[src/rtl/hbm_rsp_latency_sched.sv]
// In-order fixed-latency response scheduler for the HBM endpoint model, with per-ID and total caps.
// Optional statistics (stall_cnt_o, max_occ_o) are built only when HBM_RSP_SCHED_STATS_EN is defined.

module hbm_rsp_latency_sched #(
    parameter int Latency      = 100,
    parameter int Depth        = 32,
    parameter int IdWidth      = 4,
    parameter int MaxTxnsPerId = 4
) (
    input  logic                    clk_i,
    input  logic                    rst_i,
    input  logic                    req_valid_i,
    output logic                    req_ready_o,
    input  logic [IdWidth-1:0]      req_id_i,
    input  logic                    req_write_i,
    output logic                    rsp_valid_o,
    input  logic                    rsp_ready_i,
    output logic [IdWidth-1:0]      rsp_id_o,
    output logic                    rsp_write_o,
    output logic                    busy_o,
    output logic [31:0]             stall_cnt_o,
    output logic [$clog2(Depth):0]  max_occ_o
);

    localparam int NumIds = 2 ** IdWidth;
    localparam int PtrW   = $clog2(Depth);
    localparam int OccW   = PtrW + 1;
    localparam int AgeW   = $clog2(Latency + 1);
    localparam int CntW   = $clog2(MaxTxnsPerId + 1);

    localparam logic [AgeW-1:0] AgeMax  = AgeW'(Latency);
    localparam logic [OccW-1:0] OccFull = OccW'(Depth);
    localparam logic [CntW-1:0] CntMax  = CntW'(MaxTxnsPerId);

    if (Latency < 1) begin : g_bad_latency
        $error("hbm_rsp_latency_sched: Latency must be >= 1");
    end
    if ((Depth < 2) || ((Depth & (Depth - 1)) != 0)) begin : g_bad_depth
        $error("hbm_rsp_latency_sched: Depth must be a power of two >= 2");
    end
    if ((MaxTxnsPerId < 1) || (MaxTxnsPerId > Depth)) begin : g_bad_max_txns
        $error("hbm_rsp_latency_sched: MaxTxnsPerId must be in 1..Depth");
    end

    logic [PtrW-1:0]    wptr_q, rptr_q;
    logic [OccW-1:0]    occ_q, occ_d;
    logic               accept, pop;

    logic [IdWidth-1:0] ent_id  [Depth];
    logic               ent_wr  [Depth];
    logic [AgeW-1:0]    ent_age [Depth];
    logic               ent_vld [Depth];
    logic [CntW-1:0]    id_cnt  [NumIds];

    logic [AgeW-1:0]    head_age;

    // Both channels transfer on valid && ready. Ready is a function of registered
    // state and the offered ID only, so a pop never opens the request port in
    // the same cycle; once rsp_valid_o rises it holds until rsp_ready_i.
    assign req_ready_o = !rst_i && (occ_q != OccFull) && (id_cnt[req_id_i] != CntMax);
    assign accept      = req_valid_i && req_ready_o;

    assign head_age    = ent_age[rptr_q];
    assign rsp_valid_o = (occ_q != '0) && (head_age == AgeMax);
    assign rsp_id_o    = (occ_q != '0) ? ent_id[rptr_q] : '0;
    assign rsp_write_o = (occ_q != '0) ? ent_wr[rptr_q] : 1'b0;
    assign pop         = rsp_valid_o && rsp_ready_i;
    assign busy_o      = (occ_q != '0);

    always_comb begin
        occ_d = occ_q;
        case ({accept, pop})
            2'b10:   occ_d = occ_q + 1'b1;
            2'b01:   occ_d = occ_q - 1'b1;
            default: occ_d = occ_q;
        endcase
    end

    always_ff @(posedge clk_i) begin
        if (rst_i) begin
            wptr_q <= '0;
            rptr_q <= '0;
            occ_q  <= '0;
        end else begin
            occ_q <= occ_d;
            if (accept) wptr_q <= wptr_q + 1'b1;
            if (pop)    rptr_q <= rptr_q + 1'b1;
        end
    end

    // Each slot ages independently and saturates at Latency, so an arbitrarily
    // long consumer stall leaves matured entries parked without wrap-around.
    for (genvar g = 0; g < Depth; g++) begin : g_entry
        logic [IdWidth-1:0] id_q;
        logic               wr_q;
        logic [AgeW-1:0]    age_q;
        logic               vld_q;
        logic               wr_hit, rd_hit;

        assign wr_hit = accept && (wptr_q == PtrW'(g));
        assign rd_hit = pop && (rptr_q == PtrW'(g));

        always_ff @(posedge clk_i) begin
            if (rst_i) begin
                id_q  <= '0;
                wr_q  <= 1'b0;
                age_q <= '0;
                vld_q <= 1'b0;
            end else if (wr_hit) begin
                id_q  <= req_id_i;
                wr_q  <= req_write_i;
                age_q <= '0;
                vld_q <= 1'b1;
            end else begin
                if (vld_q && (age_q < AgeMax)) age_q <= age_q + 1'b1;
                if (rd_hit) vld_q <= 1'b0;
            end
        end

        assign ent_id[g]  = id_q;
        assign ent_wr[g]  = wr_q;
        assign ent_age[g] = age_q;
        assign ent_vld[g] = vld_q;
    end

    for (genvar k = 0; k < NumIds; k++) begin : g_id_cnt
        logic [CntW-1:0] cnt_q;
        logic            inc, dec;

        assign inc = accept && (req_id_i == IdWidth'(k));
        assign dec = pop && (rsp_id_o == IdWidth'(k));

        always_ff @(posedge clk_i) begin
            if (rst_i) begin
                cnt_q <= '0;
            end else if (inc && !dec) begin
                cnt_q <= cnt_q + 1'b1;
            end else if (dec && !inc) begin
                cnt_q <= cnt_q - 1'b1;
            end
        end

        assign id_cnt[k] = cnt_q;
    end

`ifdef HBM_RSP_SCHED_STATS_EN
    logic [31:0]     stall_q;
    logic [OccW-1:0] max_occ_q;

    always_ff @(posedge clk_i) begin
        if (rst_i) begin
            stall_q   <= '0;
            max_occ_q <= '0;
        end else begin
            if (req_valid_i && !req_ready_o && (stall_q != '1)) stall_q <= stall_q + 1'b1;
            if (occ_d > max_occ_q) max_occ_q <= occ_d;
        end
    end

    assign stall_cnt_o = stall_q;
    assign max_occ_o   = max_occ_q;
`else
    assign stall_cnt_o = '0;
    assign max_occ_o   = '0;
`endif

    a_no_cnt_overflow : assert property (@(posedge clk_i) disable iff (rst_i)
        accept |-> (id_cnt[req_id_i] != CntMax));

    a_no_cnt_underflow : assert property (@(posedge clk_i) disable iff (rst_i)
        pop |-> (id_cnt[rsp_id_o] != '0));

    a_head_valid : assert property (@(posedge clk_i) disable iff (rst_i)
        rsp_valid_o |-> ent_vld[rptr_q]);

    a_rsp_stable : assert property (@(posedge clk_i) disable iff (rst_i)
        (rsp_valid_o && !rsp_ready_i) |=>
            (rsp_valid_o && $stable(rsp_id_o) && $stable(rsp_write_o)));

endmodule

[config.mk]
export PLATFORM = sky130hd
export DESIGN_NAME = hbm_rsp_latency_sched
export DESIGN_NICKNAME = d
export VERILOG_FILES = /design/src/rtl/hbm_rsp_latency_sched.sv
export SDC_FILE = /design/constraint.sdc
export NUM_CORES = 1
export LEC_CHECK = 0
export BUFFER_PORTS_ARGS = -buffer_cell sky130_fd_sc_hd__clkbuf_2
export CAP_MARGIN = 20
export CORE_MARGIN = 1.5
export CORE_UTILIZATION = 35
export CTS_CLUSTER_SIZE = 25
export DETAILED_ROUTE_END_ITERATION = 16
export GPL_ROUTABILITY_DRIVEN = 1
export SYNTH_ARGS = -nofsm -noshare
export SYNTH_HDL_FRONTEND = slang
export SYNTH_SLANG_ARGS = --single-unit
export TNS_END_PERCENT = 50
[constraint.sdc]
create_clock -name clk_i -period 10.58 [get_ports clk_i]
set_input_delay 0.529 -clock clk_i [delete_from_list [all_inputs] [get_ports clk_i]]
set_output_delay 0.529 -clock clk_i [all_outputs]
set_load 0.005 [all_outputs]
==> results by group, run 1 <==
Routing
  – Initial DRC Count: 1356
  – ANT nets after route: 0
  – Routed WL per cell: 17.9 µm
  – Drt total wl: a little over 60000 µm
  – DRC Markers: 2
  – Total number of vias: ~18000
  – TritonRoute pass-1 iters: 12
  – Vias/cell: 5.34

Die
  – Die width: 261 µm
  – I/O pins: 55
  – Die area: 68400 µm²
  – Core footprint: approximately 66000 µm²
  – Die H: 261 µm
  – Initial Utilization: 35.4%
  – Row Count: 94

STA
  – Fmax: 0.192 GHz
  – Final Hold Viols: 0
  – Hold WS: 0.377 ns
  – RSZ-0062 raised after global routing: false
  – Slew HR: 29.1%
  – Final setup vio count: 0
  – Final Max Tran Viols: 0
  – Final period util: between 40% and 50%
  – Crit path time final: 5.22 ns
  – Slew @ Worst Pin: 1.06 ns
  – Clk_skew: 0.0537 ns
  – Total negative slack: 0 ns
  – Final WS setup: 5.36 ns

Synth
  – Post-synthesis compound-gate area fraction: 9.22%
  – Xor and xnor area share after synthesis: 6.82%
  – Post-synthesis mux area share: 12.9%
  – Top FF cell, synth: dfxtp_1
  – Post-synthesis adder-cell area fraction: 4.93%
  – Syn Std Cell Area: 23400 µm²
  – FF+latch count, synth: 480
  – Register area share after synthesis: 41.1%
  – Main combinational cell family by area after synthesis: simple AND/OR/NAND/NOR gates
  – Yosys cell types: 70
  – Simple-gate share of the synthesized area: 20.2%
  – FFs w/ async S/R, synth: 0%
  – Syn_area_per_cell: roughly 9.2 µm²
  – Synth warn: 0
  – Synthesized netlist cell count: approximately 2500
  – Post-synth EDFFs: 0

Clocking
  – Bufs on Longest Clock Path: 3
  – Sink Count: 480
  – CTS Root Cell: clkbuf_16
  – CTS Buf Count: 54
  – Clk slew on worst S/H paths: 0.06 ns
  – H-tree depth: 2
  – Post-CTS Setup Inserts: 0
  – Clock Latency Late Sink: ~0.64 ns
  – CTS tree: done
  – CTS Hold Bufs: 0
  – Post-CTS sizing: 0

Pwr
  – Total power: 3.86 mW
  – P_leak: 9.58 nW
  – Pwr per Cell Area: between 150 and 200 nW/µm²
  – Worst VDD drop: between 0.1 and 0.15 mV

GRT
  – GRT Total Usage: 17.7%
  – First-pass GRT wire length: 97100 µm
  – Antenna violations before repair: 1
  – Vias in the first global route: 17900
  – Largest net degree at the start of global routing: 88
  – Grt total ovfl: 0

Critical path
  – CP Cell Sequence: inv_2, nand2_1, o2111ai_1, or4_4, a21oi_4, ha_1, ha_1, a21o_1, a21oi_1, o21bai_1, a21oi_1, xor2_1, or3_1, a21oi_1
  – Critical path depth in cells: 14
  – Cell mode on critical path: a21oi_1
  – Reg2Reg Setup Slack: 5.36 ns
  – CP Class: reg -> reg
  – Worst-path fanout max: 22
  – Reg2reg start: rptr_q[3]
  – Crit path largest cell delay: 0.93 ns
  – Cell family with most CP delay: simple AND/OR/NAND/NOR gates
  – Critical Path End Type: register
  – Arrival @ worst endpoint: 5.77 ns
  – Reg2Reg Capture Point: occ_q[5]
  – Crit path from: rptr_q[3]
  – CP Buf/Inv Count: 1
  – Startpoint types: register
  – Worst EP required: 11.13 ns
  – CP max-delay cell: dfxtp_1
  – Reg2reg path depth: 14
  – Crit path to: occ_q[5]

Place
  – Dpl cell area: 23900 µm²
  – Gpl congestion: around 0.84
  – Port-buffer cells: 16
  – Dpl ws: ~5.4 ns
  – DP HPWL: between 40000 and 50000 µm

Layout
  – Final Cell Area: approximately 26000 µm²
  – Area Growth Syn to Fin: 10.1%
  – Fillers: 6475
  – Diode count: 0
  – Share of layout cells above drive strength 1: under 10%
  – Final net count: 2574

Run status
  – Violated checks: design-rule violations
  – Outcome: finished, violations left

Min path
  – Worst min-delay path class: in -> reg

Run
  – Max-Cap Viols: 0
==> stage by stage <==
step	cells	util (%)
5_1_grt	3393	39.0
3_3_place_gp	3291	36.2
6_report	3393	39.0
2_1_floorplan	2585	-
4_1_cts	3393	39.0
3_5_place_dp	3291	36.2
==> synthesized netlist by cell type (14+ instances only) <==
master    count  area, µm²
fa_1         17        340
o311ai_0     35        307
dfxtp_1     480       9610
a31oi_1      16        100
or3_1        38        238
mux2i_1     129       1290
nor2_1      410       1540
a21oi_1     175        876
inv_1        45        169
xnor2_1      45        394
ha_1         65        813
o21ai_0      38        190
or2_2        17        106
o31ai_1      31        233
clkbuf_1    111        417
nor3_1       14       70.1
nand2b_1     40        250
and2_1       34        213
buf_2        14       70.1
nand4_1      66        413
nor3b_1      23        173
mux4_2       68       1530
buf_4        43        323
xor2_1      137       1200
nand2_1     232        871
nand3_1     104        521
==> worst reg2reg max path: cells and delay by family (launching register included) <==
family | cells | cell delay, ns
simple gates | 3 | 1.51
flops | 1 | 0.93
compound gates | 7 | 1.41
fa+ha+maj | 2 | 0.67
xor+xnor | 1 | 0.09
buf+inv | 1 | 0.51
==> registers in the layout (all words and copies together) (netlist names) <==
name,cells
g_id_cnt.cnt_q,48
wptr_q,5
rptr_q,5
occ_q,6
g_entry.age_q,224
g_entry.id_q,128
g_entry.vld_q,32
g_entry.wr_q,32
==> layout make-up <==
type                       count  area, µm²  share of cell area [%]
clock buffer                  76       1570                    6.12
multi-input combinational   1870      12800                    49.8
clock inverter                26        288                    1.12
tap                          864       1080                    4.20
inverter                      48        180                   0.700
timing repair buffer          29        186                   0.725
sequential                   480       9620                    37.4
==> kinds of logic (layout without fill, tap and decap cells) <==
family / after synthesis / count (layout)
compound gates: 342 / 342
xor+xnor: 182 / 182
fa+ha+maj: 82 / 82
buf+inv: 235 / 179
flops: 480 / 480
mux: 207 / 207
other cells: 1 / 38
simple gates: 1019 / 1019
==> worst min path at each step <==
stage,startpoint,endpoint,cells past startpoint,slack [ns]
floorplan,g_entry[1].id_q[0],g_entry[1].id_q[0],2,0.43
global placement,g_entry[1].id_q[0],g_entry[1].id_q[0],2,0.44
detailed placement,g_entry[1].id_q[0],g_entry[1].id_q[0],2,0.44
CTS,rst_i,g_id_cnt[8].cnt_q[1],2,0.34
global route,rst_i,occ_q[2],2,0.39
finish,rst_i,g_id_cnt[8].cnt_q[1],2,0.38
==> layer usage <==
metal,track usage (%),vias up,wire length [µm]
li1,-,8677,-
met1,23.1,8859,27100
met2,30.0,483,29100
met3,2.55,106,3000
met4,6.02,2,1530
met5,0,-,13
==> layout by cell type (no fill, tap or decap), drive strengths merged, types with 17 or more instances in the layout <==
master and instances:
o21ai 38, nand4 70, or2 18, or3 38, o311ai 35, ha 65
xor2 137, conb 38, mux2i 130, nand2 232, nor3b 23, xnor2 45
and2 34, a21oi 178, fa 17, nor3 17, nand2b 40, clkbuf 92
o31ai 31, clkinv 18, nand3 104, inv 48, dfxtp 480, mux4 73
nor2 410
==> power by group <==
group	internal, mW	leakage [nW]	switching, mW
Clock	1.14	0.915	0.789
Combinational	0.0260	4.80	0.0865
Sequential	1.81	3.87	0.00664
(Power assumes the default switching activity.)
==> run 2, diff against run 1 <==
clock period = 4.4 ns   (was 10.58 ns; I/O delays follow)
==> results by group, run 2 (synthesized netlist as in run 1, its figures left out) <==
STA
  – Fmax: 0.239 GHz (+25%)
  – Hold WS: 0.0887 ns (-0.289 ns)
  – Final period util: 95.2% (+46 points)
  – Final Hold Viols: 0 (unchanged)
  – Final setup vio count: 0 (unchanged)
  – Slew @ Worst Pin: 0.880 ns (-0.183 ns)
  – Crit path time final: 4.19 ns (-1.03 ns)
  – Clk_skew: 0.0262 ns (-0.0274 ns)
  – Total negative slack: 0 ns (unchanged)
  – Slew HR: 41.3% (+12 points)
  – Final Max Tran Viols: 0 (unchanged)
  – RSZ-0062 raised after global routing: false

Critical path
  – Startpoint types: register
  – CP Class: reg -> reg
  – Critical Path End Type: register
  – Worst-path fanout max: 21 (-4.5%)
  – Reg2Reg Setup Slack: 0.21 ns (-5.15 ns)
  – Reg2reg path depth: 14 (unchanged)
  – Arrival @ worst endpoint: 4.73 ns (-1.04 ns)
  – Reg2Reg Capture Point: g_id_cnt[14].cnt_q[2]
  – Worst EP required: 4.94 ns (-6.19 ns)
  – Reg2reg start: rptr_q[1]

Place
  – Port-buffer cells: 16 (unchanged)
  – DP HPWL: 41700 µm (+1.6%)
  – Gpl congestion: 0.840 (+0.48%)
  – Dpl cell area: 24100 µm² (+1.2%)

Layout
  – Diode count: 0 (unchanged)
  – Top flop regs: g_entry.age_q: 224 flops, g_entry.id_q: 128 flops, g_id_cnt.cnt_q: 48 flops
  – Biggest register: g_entry.age_q
  – Final Cell Area: 26000 µm² (+1.0%)
  – Most common cell after layout, fill and taps aside: dfxtp_1
  – Most frequent cells in the layout: dfxtp_1, nor2_1, nand2_1
  – Fillers: 6385 (-1.4%)
  – Final net count: 2605 (+1.2%)
  – Largest register FFs: 224 (unchanged)
  – Share of layout cells above drive strength 1: 10.4% (+1.1 points)
  – Area Growth Syn to Fin: 11.2%

GRT
  – Vias in the first global route: 17800 (-0.45%)
  – Largest net degree at the start of global routing: 86 (-2.3%)
  – GRT Total Usage: 17.4% (-0.27 points)
  – Grt total ovfl: 0 (unchanged)
  – Antenna violations before repair: 0 (-1)
  – First-pass GRT wire length: 96100 µm (-1.0%)

Clocking
  – Clock Latency Late Sink: 0.62 ns (-0.02 ns)
  – CTS tree: done
  – Sink Count: 480 (unchanged)
  – CTS Hold Bufs: 0 (unchanged)
  – CTS Buf Count: 53 (-1.9%)
  – Bufs on Longest Clock Path: 3 (unchanged)
  – H-tree depth: 2 (unchanged)
  – CTS Root Cell: clkbuf_16
  – Clk slew on worst S/H paths: 0.06 ns (about the same)

Pwr
  – Sw Share: 22.8% (-0.087 points)
  – Worst VDD drop: 0.273 mV (+120%)
  – Comb pwr share: 3.0% (about the same)
  – Part of the power in the clock network: 49.9% (about the same)
  – P_leak: 9.72 nW (+1.5%)
  – Register share of total power: 47.1% (about the same)
  – Pwr per Cell Area: 357 nW/µm² (+140%)
  – Pint: 7.17 mW (+140%)
  – Switch Pwr: 2.11 mW (+140%)

Routing
  – Initial DRC Count: 1420 (+4.7%)
  – DRC Markers: 1 (-1)
  – Drt total wl: 59700 µm (-1.6%)
  – TritonRoute pass-1 iters: 13 (+1)
  – Routed WL per cell: 17.5 µm (-2.4%)
  – ANT nets after route: 0 (unchanged)
  – Vias/cell: 5.34 (-0.11%)
  – Total number of vias: 18300 (+0.74%)

Run status
  – Outcome: finished, violations left
  – Violated checks: design-rule violations

Min path
  – Worst min-delay path class: in -> reg
  – Hold depth: 2 (unchanged)
  – Hold-critical path endpoint: g_id_cnt[8].cnt_q[0]
  – Min-delay src: rst_i

Die
  – Die width: 261 µm (unchanged)
  – Core footprint: 66000 µm² (unchanged)
  – I/O pins: 55 (unchanged)
  – Initial Utilization: 35.4% (unchanged)
  – Die H: 261 µm (unchanged)
  – Die area: 68400 µm² (unchanged)
  – Row Count: 94 (unchanged)

Run
  – Max-Cap Viols: 0 (unchanged)
## run 2: cell types whose count changed in the layout (fill, tap and decap cells not counted), moves of 2 or more
cell and change:
buf_4 +29, clkinv_4 +2, buf_12 +3, bufinv_16 +2
clkbuf_8 -8
## run 2: worst max-delay path, stage by stage, from the launching register on
cell and delay (ns):
dfxtp_4 0.51, buf_4 0.26, buf_4 0.36, mux4_2 0.38, mux4_2 0.48, mux2i_2 0.26, nor2_1 0.12, nor3_2 0.46
nand4_1 0.20, ha_1 0.26, inv_1 0.08, fa_1 0.18, xor2_1 0.08, or3_1 0.31, a21oi_1 0.14
## run 2: power by group through the flow
stage	Combinational [mW]	Sequential [mW]	Clock, mW
after floorplan	0.215	4.46	0
after global placement	0.265	4.47	0
after detailed placement	0.271	4.47	0
after CTS	0.272	4.37	4.74
after global routing	0.299	4.37	4.90
final	0.275	4.37	4.63
## run 2: layer usage
layer	part of all wire [%]	GRT usage, %	vias to the layer above
li1	-	-	8767
met1	45	22.9	8924
met2	47	29.2	468
met3	5.5	2.62	103
met4	2.7	5.81	0
met5	0	0	-
## run 2: cell type report
cell class / count / area (µm²) / share of cell area [%]
multi-input cells: 1870 / 12800 / 49.4
flip-flops and latches: 480 / 9620 / 37.0
clock buffers: 70 / 1490 / 5.74
well taps: 864 / 1080 / 4.16
repair buffers: 61 / 464 / 1.79
clock inverters: 29 / 327 / 1.26
inverters: 48 / 180 / 0.693
## run 2: worst max path at each step
stage / startpoint / cells after the start / slack [ns] / endpoint
4_1_cts: rptr_q[1] / 16 / 0.17 / g_id_cnt[4].cnt_q[2]
3_5_place_dp: rptr_q[1] / 16 / 0.18 / g_id_cnt[4].cnt_q[2]
6_report: rptr_q[1] / 14 / 0.21 / g_id_cnt[14].cnt_q[2]
5_1_grt: rptr_q[1] / 16 / 0.03 / g_id_cnt[11].cnt_q[2]
2_1_floorplan: rptr_q[0] / 17 / 0.41 / occ_q[5]
3_3_place_gp: rptr_q[1] / 15 / 0.24 / g_id_cnt[7].cnt_q[2]
## run 2: through the flow
step	std cells	setup WS (ns)	power (mW)	utilization [%]
after floorplan	2585	0.406	4.68	-
after global placement	3323	0.237	4.73	36.6
after detailed placement	3323	0.179	4.74	36.6
after CTS	3422	0.171	9.38	39.4
after global routing	3422	0.0298	9.58	39.4
final	3422	0.210	9.28	39.4
## run 2: timing repair
action                                 in CTS  in global routing
setup buffers                               0                  0
endpoints found under the hold margin       0                  0
setup endpoints to repair                   0                  7
resized for setup                           0                  3
==> run 3, diff against run 2 <==
PLACE_DENSITY = 0.58   (was unset)
SKIP_LAST_GASP = 1   (was unset)
SLEW_MARGIN = 40   (was unset)
==> results by group, run 3 (synthesized netlist as in run 1, its figures left out) <==
Clocking
  – Sink Count: 480 (unchanged)
  – CTS Root Cell: clkbuf_16
  – CTS Hold Bufs: 0 (unchanged)
  – CTS Buf Count: 54 (+1.9%)
  – CTS tree: done
  – Clock Latency Late Sink: 0.63 ns (about the same)
  – Bufs on Longest Clock Path: 3 (unchanged)
  – Clk slew on worst S/H paths: 0.06 ns (about the same)
  – H-tree depth: 2 (unchanged)

Routing
  – Total number of vias: 18200 (-0.45%)
  – Initial DRC Count: 1298 (-8.6%)
  – DRC Markers: 0 (-1)
  – TritonRoute pass-1 iters: 7 (-6)
  – Routed WL per cell: 17.7 µm (+1.3%)
  – Vias/cell: 5.31 (-0.57%)
  – ANT nets after route: 0 (unchanged)
  – Drt total wl: 60600 µm (+1.4%)

Critical path
  – Arrival @ worst endpoint: 4.73 ns (about the same)
  – Reg2reg start: rptr_q[0]
  – CP max-delay cell: mux4_2
  – Startpoint types: register
  – Critical path depth in cells: 14 (unchanged)
  – Critical Path End Type: register
  – Crit path to: g_id_cnt[14].cnt_q[2]
  – Worst-path fanout max: 14 (-33%)
  – CP Cell Sequence: buf_12, buf_4, mux4_2, mux4_2, mux2i_2, nor2_1, nor3_2, nand4_1, ha_1, inv_1, fa_1, xor2_1, or3_1, a21oi_1
  – Worst EP required: 4.95 ns (about the same)
  – Crit path largest cell delay: 0.57 ns (+0.06 ns)
  – Cell mode on critical path: mux4_2
  – Reg2reg path depth: 14 (unchanged)
  – Cell family with most CP delay: multiplexers
  – CP Buf/Inv Count: 3 (unchanged)
  – Reg2Reg Capture Point: g_id_cnt[14].cnt_q[2]
  – Crit path from: rptr_q[0]
  – Reg2Reg Setup Slack: 0.22 ns (about the same)
  – CP Class: reg -> reg

Die
  – Row Count: 94 (unchanged)
  – Die H: 261 µm (unchanged)
  – I/O pins: 55 (unchanged)
  – Die area: 68400 µm² (unchanged)
  – Die width: 261 µm (unchanged)
  – Core footprint: 66000 µm² (unchanged)
  – Initial Utilization: 35.4% (unchanged)

STA
  – Final WS setup: 0.220 ns (+0.0107 ns)
  – Slew @ Worst Pin: 0.839 ns (-0.0412 ns)
  – Clk_skew: 0.0435 ns (+0.0173 ns)
  – Fmax: 0.239 GHz (+0.26%)
  – RSZ-0062 raised after global routing: true
  – Final Hold Viols: 0 (unchanged)
  – Final setup vio count: 0 (unchanged)
  – Total negative slack: 0 ns (unchanged)
  – Final Max Tran Viols: 0 (unchanged)
  – Crit path time final: 4.18 ns (-0.0107 ns)
  – Slew HR: 43.7% (+2.3 points)
  – Final period util: 95.0% (-0.24 points)

GRT
  – First-pass GRT wire length: 97000 µm (+0.92%)
  – Vias in the first global route: 17700 (-0.39%)
  – Largest net degree at the start of global routing: 80 (-7.0%)
  – GRT Total Usage: 17.7% (+0.22 points)
  – Grt total ovfl: 0 (unchanged)
  – Antenna violations before repair: 0 (unchanged)

Min path
  – Worst min-delay path class: in -> reg
  – Min-delay src: rst_i

Pwr
  – Pwr per Cell Area: 354 nW/µm² (-0.84%)
  – Worst VDD drop: 0.314 mV (+15%)
  – P_leak: 9.75 nW (+0.23%)

Run status
  – Outcome: complete, no violations

Layout
  – Area Growth Syn to Fin: 11.3%
  – Largest register FFs: 224 (unchanged)
  – Most frequent cells in the layout: dfxtp_1, nor2_1, nand2_1
  – Fillers: 6523 (+2.2%)
  – Biggest register: g_entry.age_q
  – Share of layout cells above drive strength 1: 10.2% (-0.13 points)
  – Most common cell after layout, fill and taps aside: dfxtp_1
  – Final net count: 2609 (+0.15%)
  – Top flop regs: g_entry.age_q: 224 flops, g_entry.id_q: 128 flops, g_id_cnt.cnt_q: 48 flops

Place
  – Port-buffer cells: 16 (unchanged)
  – DP HPWL: 42400 µm (+1.7%)
  – Dpl ws: 0.175 ns (-0.00387 ns)
  – Gpl congestion: 0.824 (-1.9%)

Run
  – Max-Cap Viols: 0 (unchanged)
## run 3: how the worst min path moves through the flow
stage                          end  cells after the start
6_report                 wptr_q[2]                      2
3_5_place_dp   g_entry[10].id_q[2]                      2
4_1_cts                  wptr_q[2]                      2
5_1_grt                  wptr_q[2]                      2
3_3_place_gp    g_entry[1].id_q[0]                      2
2_1_floorplan      g_entry[1].wr_q                      2
## run 3: timing repair
| item | 4_1_cts | 5_1_grt |
|---|---|---|
| gates resized for setup | 0 | 1 |
| buffers inserted | 0 | 1 |
| hold endpoints to repair | 0 | 0 |
| endpoints found under the setup margin | 0 | 10 |
## run 3: final cells by class
cell class | count | area, µm² | share of cell area, %
Antenna cell | 1 | 2.50 | 0.00962
Timing Repair Buffer | 64 | 520 | 2.00
Clock buffer | 81 | 1600 | 6.17
Multi-Input combinational cell | 1870 | 12800 | 49.3
Inverter | 48 | 180 | 0.693
Sequential cell | 480 | 9620 | 37.0
Tap cell | 864 | 1080 | 4.16
Clock inverter | 18 | 194 | 0.745
## run 3: metrics by stage
| step | power [mW] | hold WS, ns | area (µm²) | std cells | utilization [%] |
|---|---|---|---|---|---|
| finish | 9.21 | 0.0859 | 26000 | 3426 | 39.4 |
| global route | 9.51 | 0.0887 | 26000 | 3425 | 39.4 |
| CTS | 9.31 | 0.0623 | 26000 | 3423 | 39.4 |
| detailed placement | 4.74 | 0.444 | 24200 | 3324 | 36.6 |
| global placement | 4.74 | 0.436 | 24200 | 3324 | 36.6 |
| floorplan | 4.68 | 0.372 | 23500 | 2585 | - |
## run 3: power by group
part	internal (mW)	total (mW)	switching, mW
sequential	4.36	4.37	0.0154
clock	2.69	4.56	1.88
combinational	0.0678	0.278	0.210
## run 3: layer usage
layer	wire length, µm	part of all wire, %	global-route usage [%]
met3	2960	4.9	2.53
met5	0	0	0
met1	27500	45	23.5
met2	28600	47	29.6
met4	1470	2.4	5.48
